[config.mk]
export PLATFORM = sky130hd
export DESIGN_NAME = cb_vm_seq
export DESIGN_NICKNAME = d
export VERILOG_FILES = /design/src/rtl/cb_vm_seq_pkg.sv /design/src/rtl/cb_vm_seq.sv
export SDC_FILE = /design/constraint.sdc
export NUM_CORES = 1
export LEC_CHECK = 0
export CORE_MARGIN = 2
export CORE_UTILIZATION = 47
export DETAILED_ROUTE_END_ITERATION = 10
export GPL_TIMING_DRIVEN = 0
export HOLD_SLACK_MARGIN = 0.1
export PLACE_DENSITY = 0.73
export SETUP_SLACK_MARGIN = 0.3
export SLEW_MARGIN = 5
export SYNTH_ARGS = -nofsm -noshare
export SYNTH_HDL_FRONTEND = slang
export SYNTH_SLANG_ARGS = --single-unit
export TNS_END_PERCENT = 20
[constraint.sdc]
create_clock -name clk -period 2.9 [get_ports clk]
set_clock_uncertainty 0.05 [all_clocks]
set_input_delay 0.725 -clock clk [delete_from_list [all_inputs] [get_ports clk]]
set_output_delay 0.725 -clock clk [all_outputs]
set_load 0.005 [all_outputs]
[src/rtl/cb_vm_seq_pkg.sv]
// Shared types and timing constants for the covariance-block vector-matrix sequencer.
package cb_vm_seq_pkg;

    typedef enum logic [2:0] {
        S_IDLE  = 3'd0,
        S_SETUP = 3'd1,
        S_EN    = 3'd2,
        S_WAIT  = 3'd3,
        S_BURST = 3'd4,
        S_DONE  = 3'd5
    } state_t;

    // Cycles spent with the AGD enabled, and cycles waiting for its base address.
    localparam int unsigned EN_CYC   = 2;
    localparam int unsigned WAIT_CYC = 1;

    // Width of the shared EN/WAIT phase counter.
    localparam int unsigned PH_W = 2;

endpackage

[src/rtl/cb_vm_seq.sv]
// Sequencer for the CB vector-matrix AGD: steps the group index, pulses the AGD
// enable per group, captures the returned base and issues a read burst per group.
module cb_vm_seq
    import cb_vm_seq_pkg::*;
#(
    parameter int unsigned CB_AW     = 17,
    parameter int unsigned ROW_LEN   = 10,
    parameter int unsigned BURST_LEN = 4
) (
    input  logic               clk,
    input  logic               sys_rst,
    input  logic               start,
    input  logic               abort,
    input  logic [ROW_LEN-1:0] num_groups,
    output logic               agd_en,
    output logic [ROW_LEN-1:0] agd_group_cnt,
    input  logic [CB_AW-1:0]   agd_base_addr,
    output logic [CB_AW-1:0]   rd_addr,
    output logic               rd_valid,
    input  logic               rd_ready,
    output logic               rd_last,
    output logic               busy,
    output logic               done
);

    localparam int unsigned        BEAT_W    = (BURST_LEN > 1) ? $clog2(BURST_LEN) : 1;
    localparam logic [BEAT_W-1:0]  LAST_BEAT = BEAT_W'(BURST_LEN - 1);
    localparam logic [PH_W-1:0]    EN_LAST   = PH_W'(EN_CYC - 1);
    localparam logic [PH_W-1:0]    WAIT_LAST = PH_W'(WAIT_CYC - 1);

    state_t             state_q, state_d;
    logic [ROW_LEN-1:0] ngroups_q, ngroups_d;
    logic [ROW_LEN-1:0] group_d;
    logic [BEAT_W-1:0]  beat_q, beat_d;
    logic [PH_W-1:0]    ph_q, ph_d;
    logic [CB_AW-1:0]   base_q, base_d;

    logic               agd_en_d;
    logic [CB_AW-1:0]   rd_addr_d;
    logic               rd_valid_d;
    logic               rd_last_d;
    logic               busy_d;
    logic               done_d;

    // Next-state, counter and next-output computation; outputs are then registered.
    always_comb begin
        state_d   = state_q;
        ngroups_d = ngroups_q;
        group_d   = agd_group_cnt;
        beat_d    = beat_q;
        ph_d      = ph_q;
        base_d    = base_q;

        unique case (state_q)
            S_IDLE: begin
                if (start) begin
                    if (num_groups != '0) begin
                        ngroups_d = num_groups;
                        group_d   = '0;
                        state_d   = S_SETUP;
                    end else begin
                        state_d   = S_DONE;
                    end
                end
            end
            S_SETUP: begin
                ph_d    = '0;
                state_d = S_EN;
            end
            S_EN: begin
                if (ph_q == EN_LAST) begin
                    ph_d    = '0;
                    state_d = S_WAIT;
                end else begin
                    ph_d = ph_q + 1'b1;
                end
            end
            S_WAIT: begin
                if (ph_q == WAIT_LAST) begin
                    ph_d    = '0;
                    base_d  = agd_base_addr;
                    beat_d  = '0;
                    state_d = S_BURST;
                end else begin
                    ph_d = ph_q + 1'b1;
                end
            end
            S_BURST: begin
                if (rd_valid && rd_ready) begin
                    if (beat_q == LAST_BEAT) begin
                        beat_d = '0;
                        if (agd_group_cnt + 1'b1 == ngroups_q) begin
                            state_d = S_DONE;
                        end else begin
                            group_d = agd_group_cnt + 1'b1;
                            state_d = S_SETUP;
                        end
                    end else begin
                        beat_d = beat_q + 1'b1;
                    end
                end
            end
            S_DONE: begin
                state_d = S_IDLE;
            end
            default: begin
                state_d = S_IDLE;
            end
        endcase

        // Abort drops straight to idle; the group index keeps its last value
        // because it only clears on reset or an accepted start.
        if (abort) begin
            state_d = S_IDLE;
            group_d = agd_group_cnt;
            beat_d  = '0;
            ph_d    = '0;
        end

        agd_en_d   = (state_d == S_EN);
        rd_valid_d = (state_d == S_BURST);
        rd_addr_d  = rd_valid_d ? (base_d + CB_AW'(beat_d)) : '0;
        rd_last_d  = rd_valid_d && (beat_d == LAST_BEAT);
        busy_d     = (state_d != S_IDLE);
        done_d     = (state_d == S_DONE);
    end

    // State, counters, base register and registered outputs.
    always_ff @(posedge clk or posedge sys_rst) begin
        if (sys_rst) begin
            state_q       <= S_IDLE;
            ngroups_q     <= '0;
            agd_group_cnt <= '0;
            beat_q        <= '0;
            ph_q          <= '0;
            base_q        <= '0;
            agd_en        <= 1'b0;
            rd_addr       <= '0;
            rd_valid      <= 1'b0;
            rd_last       <= 1'b0;
            busy          <= 1'b0;
            done          <= 1'b0;
        end else begin
            state_q       <= state_d;
            ngroups_q     <= ngroups_d;
            agd_group_cnt <= group_d;
            beat_q        <= beat_d;
            ph_q          <= ph_d;
            base_q        <= base_d;
            agd_en        <= agd_en_d;
            rd_addr       <= rd_addr_d;
            rd_valid      <= rd_valid_d;
            rd_last       <= rd_last_d;
            busy          <= busy_d;
            done          <= done_d;
        end
    end

endmodule

==> summary.md, run 1 <==
| Metric | Value |
|---|---|
| Status | finished, final reports clean |
| Mapped Avg Cell Area | 9.98 sq um |
| Crit path arrival time | 2870 ps |
| Max Buffers Root-to-Sink | 2 |
| Commonest cells in the netlist | 66 x dfrtp_1, 50 x nand2_1, 33 x nor2_1, 21 x inv_1, 17 x xnor2_1 |
| Worst path cell trace | inv_2 -> ha_4 -> nand4b_4 -> buf_8 -> clkbuf_16 -> and3_4 -> a21oi_4 -> nor2_4 -> ha_4 -> a21oi_4 -> inv_2 -> and4_4 -> nand3_4 -> nor4_4 -> xnor2_1 -> nor2_1 |
| Max-cap check violation count | 0 |
| Clock group share of total power | 34.8% |
| Worst Path Max Fanout | 4 |
| Number of global-route vias before repair | 2898 |
| Top delay family on crit path | simple AND/OR/NAND/NOR gates |
| Worst rel slew slack | 46.3% |
| DIE WIDTH | 89.6 um |
| DP Area | 4260 sq um |
| CP Buf/Inv Count | 4 |
| Layout Nets | 487 |
| Synth async-reset ratio | 100% |
| Slew Limit Fails | 0 |
| Synth area leaders | dfrtp_1 48%, nand2_1 5.4%, xnor2_1 4.3%, mux2_2 4.2%, mux2i_1 4.1% |
| TritonRoute pass-1 iters | 4 |
| Largest net degree at the start of global routing | 67 |
| RR Startpoint | ph_q[0]$_DFFE_PP0P_ |
| Min-delay src | base_q[0]$_DFF_PP0_ |
| Clk root buf | clkbuf_8 |
| # DRC | 0 |
| Tot Pwr | 2780 uW |
| Switch share | 29.2% |
| N_diodes | 0 |
| GRT Max-Usage Layer | met2 |
| H-tree depth reported by CTS | 3 |
| DRT iter0 DRCs | 105 |
| Layout cell share with drive strength beyond 1 | 23.5% |
| Routability cong. | 0.866 |
| Power share of the sequential group | 41.4% |
| Worst hold path class | flip-flop to flip-flop |
| M2 GR Usage | 37.5% |
| Via count | 2874 |
| Worst-path clk slew | 80 ps |
| Distinct cell type count after synthesis | 51 |
| Pwr dens | 569 nW/um^2 |
| GR Util met1 | 25.8% |
| Leakage | 0.00219 uW |
| Per-cell routed wire length | 14.5 um |
| Worst vdd ir | 346 uV |
| Initial antenna violation count | 0 |
| CP required | 3090 ps |
| Die H | 89.6 um |
| Most common cell in the synthesized netlist | dfrtp_1 |
| Gr ovfl total | 0 |
| Final wirelength | 8010 um |
| Startpoint types | flip-flop |
| # IOs | 64 |
| Fin. Hold Viols | 0 |
| Net Count, Synth | 385 |
| Met3 GRT Util | 4.84% |
| Die footprint | 8030 sq um |
| Mapped Cells | 345 |
| Gate power share | 23.8% |
| Ys flop type | dfrtp_1 |
| Sink Count | 66 |
| Post-synth top area share | 47.9% |
| Fill cell count | 535 |
| CTS tree | built |
| Hold Buf Count CTS | 0 |
| EDFF count, synth | 0 |
| TritonCTS Buffers | 9 |
| CP endpoint kind | flip-flop |
| RSZ-0062 raised after global routing | yes |
| Global-route wire length before repair | 13200 um |
| Multi-input logic area | 1840 sq um |
| Clock Latency Late Sink | 340 ps |
| Number of placement rows | 31 |
| CP max-delay cell | dfrtp_1 |
| Sequential cell area | 1650 sq um |
| Fin area | 4890 sq um |
| Post-synthesis sequential area ratio | 47.9% |
| Setup violators final | 0 |
| Largest area contributor in the netlist | dfrtp_1 |
| Maximum clock rate | 373 MHz |
| Fin crit period | 2680 ps |
| Fin crit share | 92.5% |
| Antenna-violating nets left | 0 |
| Crit-path max cell delay | 400 ps |
| Worst Tran Pin Value | 805 ps |
| Synth Register Bits | 66 |
| Starting Density | 48.0% |
| Via-per-instance ratio | 5.22 |
| Area Growth Syn to Fin | 42.0% |
| Synth Cell Area | 3440 sq um |
| Core Box Area | 7180 sq um |
| Psw | 813 uW |
| YS warnings | 0 |
| Critical Path Start | ph_q[0]$_DFFE_PP0P_ |
| Detailed placement HPWL | 5380 um |
| Worst Setup Path Type | flip-flop to flip-flop |
| Buffers on Ports | 63 |
| Internal power | 1970 uW |
| Total Routing Usage GR | 21.8% |
worst paths after layout:
kind,cells after the start,slack [ps],endpoint
setup / recovery,16,220,rd_addr[13]$_DFF_PP0_
hold / removal,2,440,base_q[0]$_DFF_PP0_
setup reg to reg,16,220,rd_addr[13]$_DFF_PP0_
hold reg to reg,2,440,base_q[0]$_DFF_PP0_
max in group asynchronous,2,1410,state_q[1]$_DFF_PP0_
min in group asynchronous,2,840,ngroups_q[3]$_DFFE_PP0P_
worst min-delay path, cell delays in order, from the launching register on:
cell and delay (ps):
dfrtp_1 320, nand2_1 50, nand2_1 90
area by class of cell:
class / count / share of cell area, %
Multi-Input combinational cell: 246 / 37.6
Sequential cell: 66 / 33.8
Timing Repair Buffer: 91 / 17.1
Clock buffer: 10 / 2.81
Tap cell: 99 / 2.53
Clock inverter: 6 / 2.33
Buffer: 12 / 2.10
Inverter: 21 / 1.74
metal layers:
layer / routed length [um] / up-vias / share of wire, %
li1: - / 1389 / -
met1: 3270 / 1374 / 41
met2: 4130 / 94 / 52
met3: 464 / 17 / 5.8
met4: 150 / 0 / 1.9
met5: 0 / - / 0
per-stage QoR:
step	std cells	setup WS, ps	hold WS [ps]	setup TNS, ps	utilization (%)
global route	551	104	469	0	68.2
CTS	542	218	439	0	66.5
global placement	507	-658	408	-49650	59.3
floorplan	345	171	394	0	-
finish	551	218	444	0	68.2
detailed placement	507	-522	412	-7820	59.3
power by group through the flow:
stage / clock network, uW / registers, uW / logic [uW]
global route: 1030 / 1170 / 741
floorplan: 0 / 1150 / 447
finish: 968 / 1150 / 663
detailed placement: 0 / 1160 / 593
CTS: 988 / 1150 / 635
global placement: 0 / 1160 / 575
cell usage in the layout (no fill, tap or decap), drive strengths merged, types with 13 or more instances in the layout:
cell type / count
mux2i: 14
clkbuf: 17
dfrtp: 66
nor2: 34
buf: 33
nand2: 50
nand3: 17
clkdlybuf4s50: 61
xnor2: 18
inv: 20
mux2: 13
state kept, by name, summed over array words and instances (netlist names):
name and flops:
agd_en 1, agd_group_cnt 10, base_q 17, beat_q 2, busy 1, done 1
ngroups_q 10, ph_q 2, rd_addr 17, rd_last 1, rd_valid 1, state_q 3
cell families after synthesis:
group / Yosys count / synth area share, %
multiplexers: 27 / 8.32
AO/OA/AOI/OAI: 34 / 7.34
flip-flops: 66 / 47.9
XOR/XNOR: 26 / 6.83
buffers and inverters: 33 / 4.25
AND/OR/NAND/NOR: 151 / 22.2
adder cells (fa/ha/maj): 8 / 3.12
timing repair:
action	4_1_cts	5_1_grt
buffers inserted	19	9
pin swaps	16	6
endpoints found under the setup margin	28	27
resized for setup	30	10
No activity file was read; power rests on OpenSTA's default activity.
==> run 2: changes to the inputs <==
--- a/config.mk
+++ b/config.mk
@@ -9,11 +9,11 @@
 export CORE_UTILIZATION = 47
 export DETAILED_ROUTE_END_ITERATION = 10
 export GPL_TIMING_DRIVEN = 0
-export HOLD_SLACK_MARGIN = 0.1
+export HOLD_SLACK_MARGIN = 0.08
 export PLACE_DENSITY = 0.73
 export SETUP_SLACK_MARGIN = 0.3
 export SLEW_MARGIN = 5
 export SYNTH_ARGS = -nofsm -noshare
 export SYNTH_HDL_FRONTEND = slang
 export SYNTH_SLANG_ARGS = --single-unit
-export TNS_END_PERCENT = 20
+export TNS_END_PERCENT = 1
==> run 2 against run 1 <==
  * Register-to-register slack got worse by 40 ps
  * Non-clock buffer count fell by 8
  * Final cell count fell by 1.5%
  * Clock power barely moved
  * Sequential cell count did not move
  * Sequential power barely moved
  * Sequential share of layout area rose by 0.81 points
  * Wire length fell by 2.9%
  * Die area did not move
  * Critical path depth did not move
  * Combinational power fell by 3.9%
  * Largest cell class unchanged
==> summary.md, run 2 (synthesis gave the netlist of run 1 again) <==
| Metric | Value |
|---|---|
| Hold slack | 441 ps |
| Starting Density | 48.0% |
| Routed length on met1 | 3320 um |
| Commonest non-fill, non-tap cell in the layout | dfrtp_1 |
| Fin. Hold Viols | 0 |
| CTS tree | built |
| Number of global-route vias before repair | 2869 |
| Die H | 89.6 um |
| Area Growth Syn to Fin | 38.6% |
| Pre-CTS WS | -522 ps |
| Setup violators final | 0 |
| Layout cell share with drive strength beyond 1 | 20.7% |
| Top flop regs | base_q (17), rd_addr (17) |
| Maximum clock rate | 368 MHz |
| # DRC | 0 |
| Worst-path clk slew | 80 ps |
| Max Buffers Root-to-Sink | 2 |
| Clock Latency Late Sink | 350 ps |
| Detailed placement HPWL | 5380 um |
| DRT iter0 DRCs | 112 |
| TritonRoute pass-1 iters | 4 |
| Worst Path Max Fanout | 10 |
| Worst rel slew slack | 46.4% |
| CP endpoint kind | flip-flop |
| H-tree depth reported by CTS | 3 |
| Max-cap check violation count | 0 |
| Layout Nets | 479 |
| Top Layer Used | met4 |
| Total Routing Usage GR | 21.5% |
| Die footprint | 8030 sq um |
| Final wirelength | 7780 um |
| Metal2 WL | 3990 um |
| Antenna-violating nets left | 0 |
| Worst hold path class | flip-flop to flip-flop |
| Crit path arrival time | 2910 ps |
| Non-Filler Instances | 543 |
| Buffers on Ports | 63 |
| Gr ovfl total | 0 |
| Number of placement rows | 31 |
| Sink Count | 66 |
| Worst Setup Path Type | flip-flop to flip-flop |
| N_diodes | 0 |
| Worst vdd ir | 347 uV |
| Clk root buf | clkbuf_8 |
| Slew Limit Fails | 0 |
| # IOs | 64 |
| CP required | 3090 ps |
| Worst Slack Setup Final | 180 ps |
| Per-cell routed wire length | 14.3 um |
| Fin crit period | 2720 ps |
| Tot Pwr | 2760 uW |
| Routability cong. | 0.866 |
| RSZ-0062 raised after global routing | yes |
| Startpoint types | flip-flop |
| Via-per-instance ratio | 5.18 |
| Worst Tran Pin Value | 804 ps |
| Via count | 2812 |
| TritonCTS Buffers | 9 |
| DIE WIDTH | 89.6 um |
| Core Box Area | 7180 sq um |
| Pwr dens | 578 nW/um^2 |
| Routed met3 length | 329 um |
| Global-route wire length before repair | 13000 um |
| Commonest non-fill, non-tap cells in the layout | 65 x dfrtp_1, 61 x clkdlybuf4s50_1, 50 x nand2_1 |
| Hold Buf Count CTS | 0 |
| Largest net degree at the start of global routing | 67 |
| Fin crit share | 93.8% |
| Initial antenna violation count | 0 |
| Cell count after placement | 507 |
| Status | finished, final reports clean |
| Leakage | 0.00215 uW |
-- run 2: cell type report --
cell class	instances	area [sq um]
repair buffers	83	778
clock inverters	6	114
plain buffers	12	101
clock buffers	10	138
fillers	561	2400
inverters	21	85.1
well taps	99	124
multi-input cells	246	1780
flip-flops and latches	66	1650
-- run 2: per-layer routing --
layer  GRT usage, %  up-vias
met2           36.4       74
li1               -     1375
met3           5.12       11
met5              0        -
met1           25.7     1352
met4           10.4        0
-- run 2: per-stage QoR --
stage / cell area, sq um / setup TNS [ps] / util (%)
after floorplan: 3500 / 0 / -
after detailed placement: 4260 / -7820 / 59.3
final: 4780 / 0 / 66.6
after global routing: 4780 / 0 / 66.6
after global placement: 4250 / -49650 / 59.3
after CTS: 4750 / 0 / 66.2
-- run 2: repair_timing --
item | CTS | global route
setup buffers | 17 | 3
pin swaps | 13 | 4
gates resized for setup | 27 | 1
endpoints found under the setup margin | 28 | 27
-- run 2: final timing paths --
path	start	end	slack, ps	cells after the start
worst max-delay path	ph_q[0]$_DFFE_PP0P_	rd_addr[13]$_DFF_PP0_	180	16
worst min-delay path	base_q[0]$_DFF_PP0_	base_q[0]$_DFF_PP0_	440	2
worst max register to register	ph_q[0]$_DFFE_PP0P_	rd_addr[13]$_DFF_PP0_	180	16
worst min register to register	base_q[0]$_DFF_PP0_	base_q[0]$_DFF_PP0_	440	2
max in group asynchronous	sys_rst	state_q[1]$_DFF_PP0_	1420	2
min in group asynchronous	sys_rst	agd_group_cnt[4]$_DFFE_PP0P_	830	2
-- run 2: power breakdown --
part / internal (uW) / switching (uW)
Sequential: 1070 / 80.4
Combinational: 288 / 349
Clock: 596 / 375
-- run 2: critical path: stages, from the launching register on --
cell	delay, ps
dfrtp_1	400
inv_2	90
ha_4	160
nand4b_4	140
buf_8	160
clkbuf_16	160
and3_4	160
a21oi_4	150
nor2_4	70
ha_4	280
a21oi_2	50
inv_1	70
and4_4	240
nand3_4	80
nor4_4	150
xnor2_1	150
nor2_1	60
==> run 3: changes to the inputs <==
--- a/config.mk
+++ b/config.mk
@@ -5,12 +5,13 @@
 export SDC_FILE = /design/constraint.sdc
 export NUM_CORES = 1
 export LEC_CHECK = 0
+export ABC_AREA = 1
 export CORE_MARGIN = 2
-export CORE_UTILIZATION = 47
+export CORE_UTILIZATION = 48
 export DETAILED_ROUTE_END_ITERATION = 10
 export GPL_TIMING_DRIVEN = 0
 export HOLD_SLACK_MARGIN = 0.08
-export PLACE_DENSITY = 0.73
+export PLACE_DENSITY = 0.74
 export SETUP_SLACK_MARGIN = 0.3
 export SLEW_MARGIN = 5
 export SYNTH_ARGS = -nofsm -noshare
==> constraint.sdc (replaced) <==
create_clock -name clk -period 2.9 [get_ports clk]
set_clock_uncertainty 0.05 [all_clocks]
set_input_delay 0.29 -clock clk [delete_from_list [all_inputs] [get_ports clk]]
set_output_delay 0.29 -clock clk [all_outputs]
set_load 0.005 [all_outputs]
==> run 3 against run 2 <==
  * Utilization rose by 0.23 points
  * Combinational power rose by 25%
  * Fmax rose by 2.1%
  * Register-to-register slack improved by 60 ps
  * Critical path depth did not move
  * Largest power group unchanged
==> summary.md, run 3 <==
| Metric | Value |
|---|---|
| H-tree depth reported by CTS | 3 |
| Ys flop type | dfrtp_1 |
| Hold slack | 400 ps |
| Worst Slack Setup Final | 236 ps |
| Mapped Cells | 427 |
| Worst hold path class | primary input to asynchronous set/reset pin |
| # DRC | 0 |
| Initial antenna violation count | 0 |
| Fin crit period | 2660 ps |
| Global-route wire length before repair | 13900 um |
| Fill cell count | 602 |
| Status | finished, final reports clean |
| CP required | 3080 ps |
| Layout cell share with drive strength beyond 1 | 22.8% |
| RSZ-0062 raised after global routing | yes |
| Reg2Reg Capture Point | rd_addr[5]$_DFF_PP0_ |
| Starting Density | 49.4% |
| N_diodes | 0 |
| Synth Register Bits | 66 |
| Buffers on Ports | 63 |
| Worst Path Max Fanout | 5 |
| Clock Latency Late Sink | 340 ps |
| Worst-path clk slew | 70 ps |
| Pre-CTS WS | -100 ps |
| TritonCTS Buffers | 9 |
| Total Routing Usage GR | 21.3% |
| Pwr dens | 554 nW/um^2 |
| CP endpoint kind | flip-flop |
| Number of global-route vias before repair | 3158 |
| Die H | 90.2 um |
| Commonest cells in the netlist | 117 x nand2_1, 66 x dfrtp_1, 44 x inv_1, 42 x nor2_1, 19 x nand3_1 |
| Worst reg2reg path depth | 16 |
| Post-synthesis sequential area ratio | 46.3% |
| Synth Cell Area | 3560 sq um |
| Synth area leaders | dfrtp_1 46%, nand2_1 12%, inv_1 4.6%, nor2_1 4.4%, nand4_1 2.8% |
| Most common cell in the synthesized netlist | nand2_1 |
| CP Buf/Inv Count | 4 |
| Top flop regs | base_q (17), rd_addr (17) |
| Maximum clock rate | 375 MHz |
| Slew Limit Fails | 0 |
| Startpoint types | flip-flop |
| Layout Nets | 566 |
| Detailed placement HPWL | 5730 um |
| Distinct cell type count after synthesis | 38 |
| Mapped Avg Cell Area | 8.35 sq um |
| Worst path cell trace | nand2_2 -> nor2_4 -> nand2_8 -> buf_8 -> buf_8 -> nand2_1 -> o21ai_2 -> inv_2 -> nor2_4 -> ha_4 -> a21oi_1 -> a21oi_2 -> nand3_2 -> buf_4 -> xor2_1 -> nor2_1 |
| Routability cong. | 0.928 |
| Leakage | 0.00226 uW |
| YS warnings | 0 |
| EDFF count, synth | 0 |
| Clk root buf | clkbuf_8 |
| Post-synth top area share | 46.3% |
| Commonest non-fill, non-tap cell in the layout | nand2_1 |
| Sink Count | 66 |
| Antenna-violating nets left | 0 |
| Via-per-instance ratio | 5.02 |
| RR Startpoint | state_q[0]$_DFF_PP0_ |
| CP max-delay cell | dfrtp_1 |
| Setup violators final | 0 |
| # IOs | 64 |
| Crit path arrival time | 2850 ps |
| Final wirelength | 8630 um |
| Synth async-reset ratio | 100% |
| Fin crit share | 91.9% |
| Via count | 3161 |
| Net Count, Synth | 467 |
| Per-cell routed wire length | 13.7 um |
| Flop2flop setup slack | 240 ps |
| Number of placement rows | 31 |
| Area Growth Syn to Fin | 35.2% |
| Fin. Hold Viols | 0 |
| Worst Tran Pin Value | 809 ps |
| Worst Setup Path Type | flip-flop to flip-flop |
| Core Box Area | 7210 sq um |
| TritonRoute pass-1 iters | 4 |
| Die footprint | 8130 sq um |
| Gr ovfl total | 0 |
| Crit-path max cell delay | 410 ps |
| DIE WIDTH | 90.2 um |
| Commonest non-fill, non-tap cells in the layout | 115 x nand2_1, 65 x dfrtp_1, 63 x clkdlybuf4s50_1 |
| CTS tree | built |
| Top delay family on crit path | simple AND/OR/NAND/NOR gates |
| Worst rel slew slack | 46.0% |
| Worst vdd ir | 357 uV |
| Max-cap check violation count | 0 |
| Largest area contributor in the netlist | dfrtp_1 |
| DRT iter0 DRCs | 151 |
| Max Buffers Root-to-Sink | 2 |
| Largest net degree at the start of global routing | 67 |
## run 3: cell count changes in the layout (fill, tap and decap cells not counted), sizes merged, moves of 5 or more
cell,before,now
nand2,50,137
nor3,9,3
o211ai,9,0
nor2,34,61
mux2,13,5
buf,25,30
nand4,4,16
mux2i,14,0
inv,20,45
xnor2,18,4
## run 3: per-stage QoR
stage | std cells | total power [uW] | util, % | instance area [sq um] | setup TNS (ps)
finish | 630 | 2670 | 66.8 | 4820 | 0
global route | 630 | 2840 | 66.8 | 4820 | 0
CTS | 617 | 2660 | 64.7 | 4670 | 0
detailed placement | 589 | 1910 | 60.2 | 4340 | -190
global placement | 589 | 1880 | 60.2 | 4340 | -16310
floorplan | 427 | 1720 | - | 3590 | 0
## run 3: cell type report
cell class | count | area [sq um] | share of cell area [%]
flip-flops and latches | 66 | 1650 | 34.3
clock buffers | 12 | 165 | 3.43
multi-input cells | 307 | 1780 | 36.8
plain buffers | 9 | 76.3 | 1.58
repair buffers | 88 | 818 | 17.0
inverters | 45 | 181 | 3.77
clock inverters | 4 | 25.0 | 0.519
well taps | 99 | 124 | 2.57
## run 3: logic make-up (layout without fill, tap and decap cells)
kind of cell / after synthesis / after routing / synth area share [%]
buf+inv: 54 / 158 / 6.70
compound gates: 31 / 31 / 5.44
simple gates: 250 / 250 / 33.7
fa+ha+maj: 8 / 8 / 3.02
mux: 5 / 5 / 1.58
flops: 66 / 66 / 46.3
xor+xnor: 13 / 13 / 3.19
## run 3: worst max path at each step
stage | to | cells past startpoint | startpoint
after floorplan | rd_addr[16]$_DFF_PP0_ | 18 | ph_q[0]$_DFFE_PP0P_
after global placement | state_q[2]$_DFF_PP0_ | 2 | sys_rst
after detailed placement | rd_addr[16]$_DFF_PP0_ | 15 | rd_ready
after CTS | rd_addr[13]$_DFF_PP0_ | 16 | state_q[0]$_DFF_PP0_
after global routing | rd_addr[5]$_DFF_PP0_ | 16 | state_q[0]$_DFF_PP0_
final | rd_addr[5]$_DFF_PP0_ | 16 | state_q[0]$_DFF_PP0_
## run 3: worst register-to-register path, delay by kind of cell (launching register included)
kind	cells	cell delay [ps]
AOI/OAI and AO/OA	3	470
DFF	1	410
buffers and inverters	4	480
and+or+nand+nor	7	720
adders and majority gates	1	280
xor gates and xnor gates	1	130
## run 3: timing repair
item / CTS / global route
endpoints found under the setup margin: 13 / 14
hold buffers: 0 / 0
pin swaps: 11 / 16
cloned: 0 / 0
setup buffers: 12 / 13
resized for setup: 14 / 14
## run 3: layer usage
layer  track usage, %  vias to the layer above  part of all wire (%)  routed length [um]
met1             25.0                     1489                    41                3580
met4             9.10                        0                   1.9                 164
li1                 -                     1556                     -                   -
met3             5.11                       18                   5.6                 483
met2             37.1                       98                    51                4400
met5                0                        -                     0                   0
## run 3: report_power, final
part / switching, uW / internal, uW
registers: 60.6 / 1080
logic: 476 / 320
clock network: 357 / 377
total: 894 / 1780
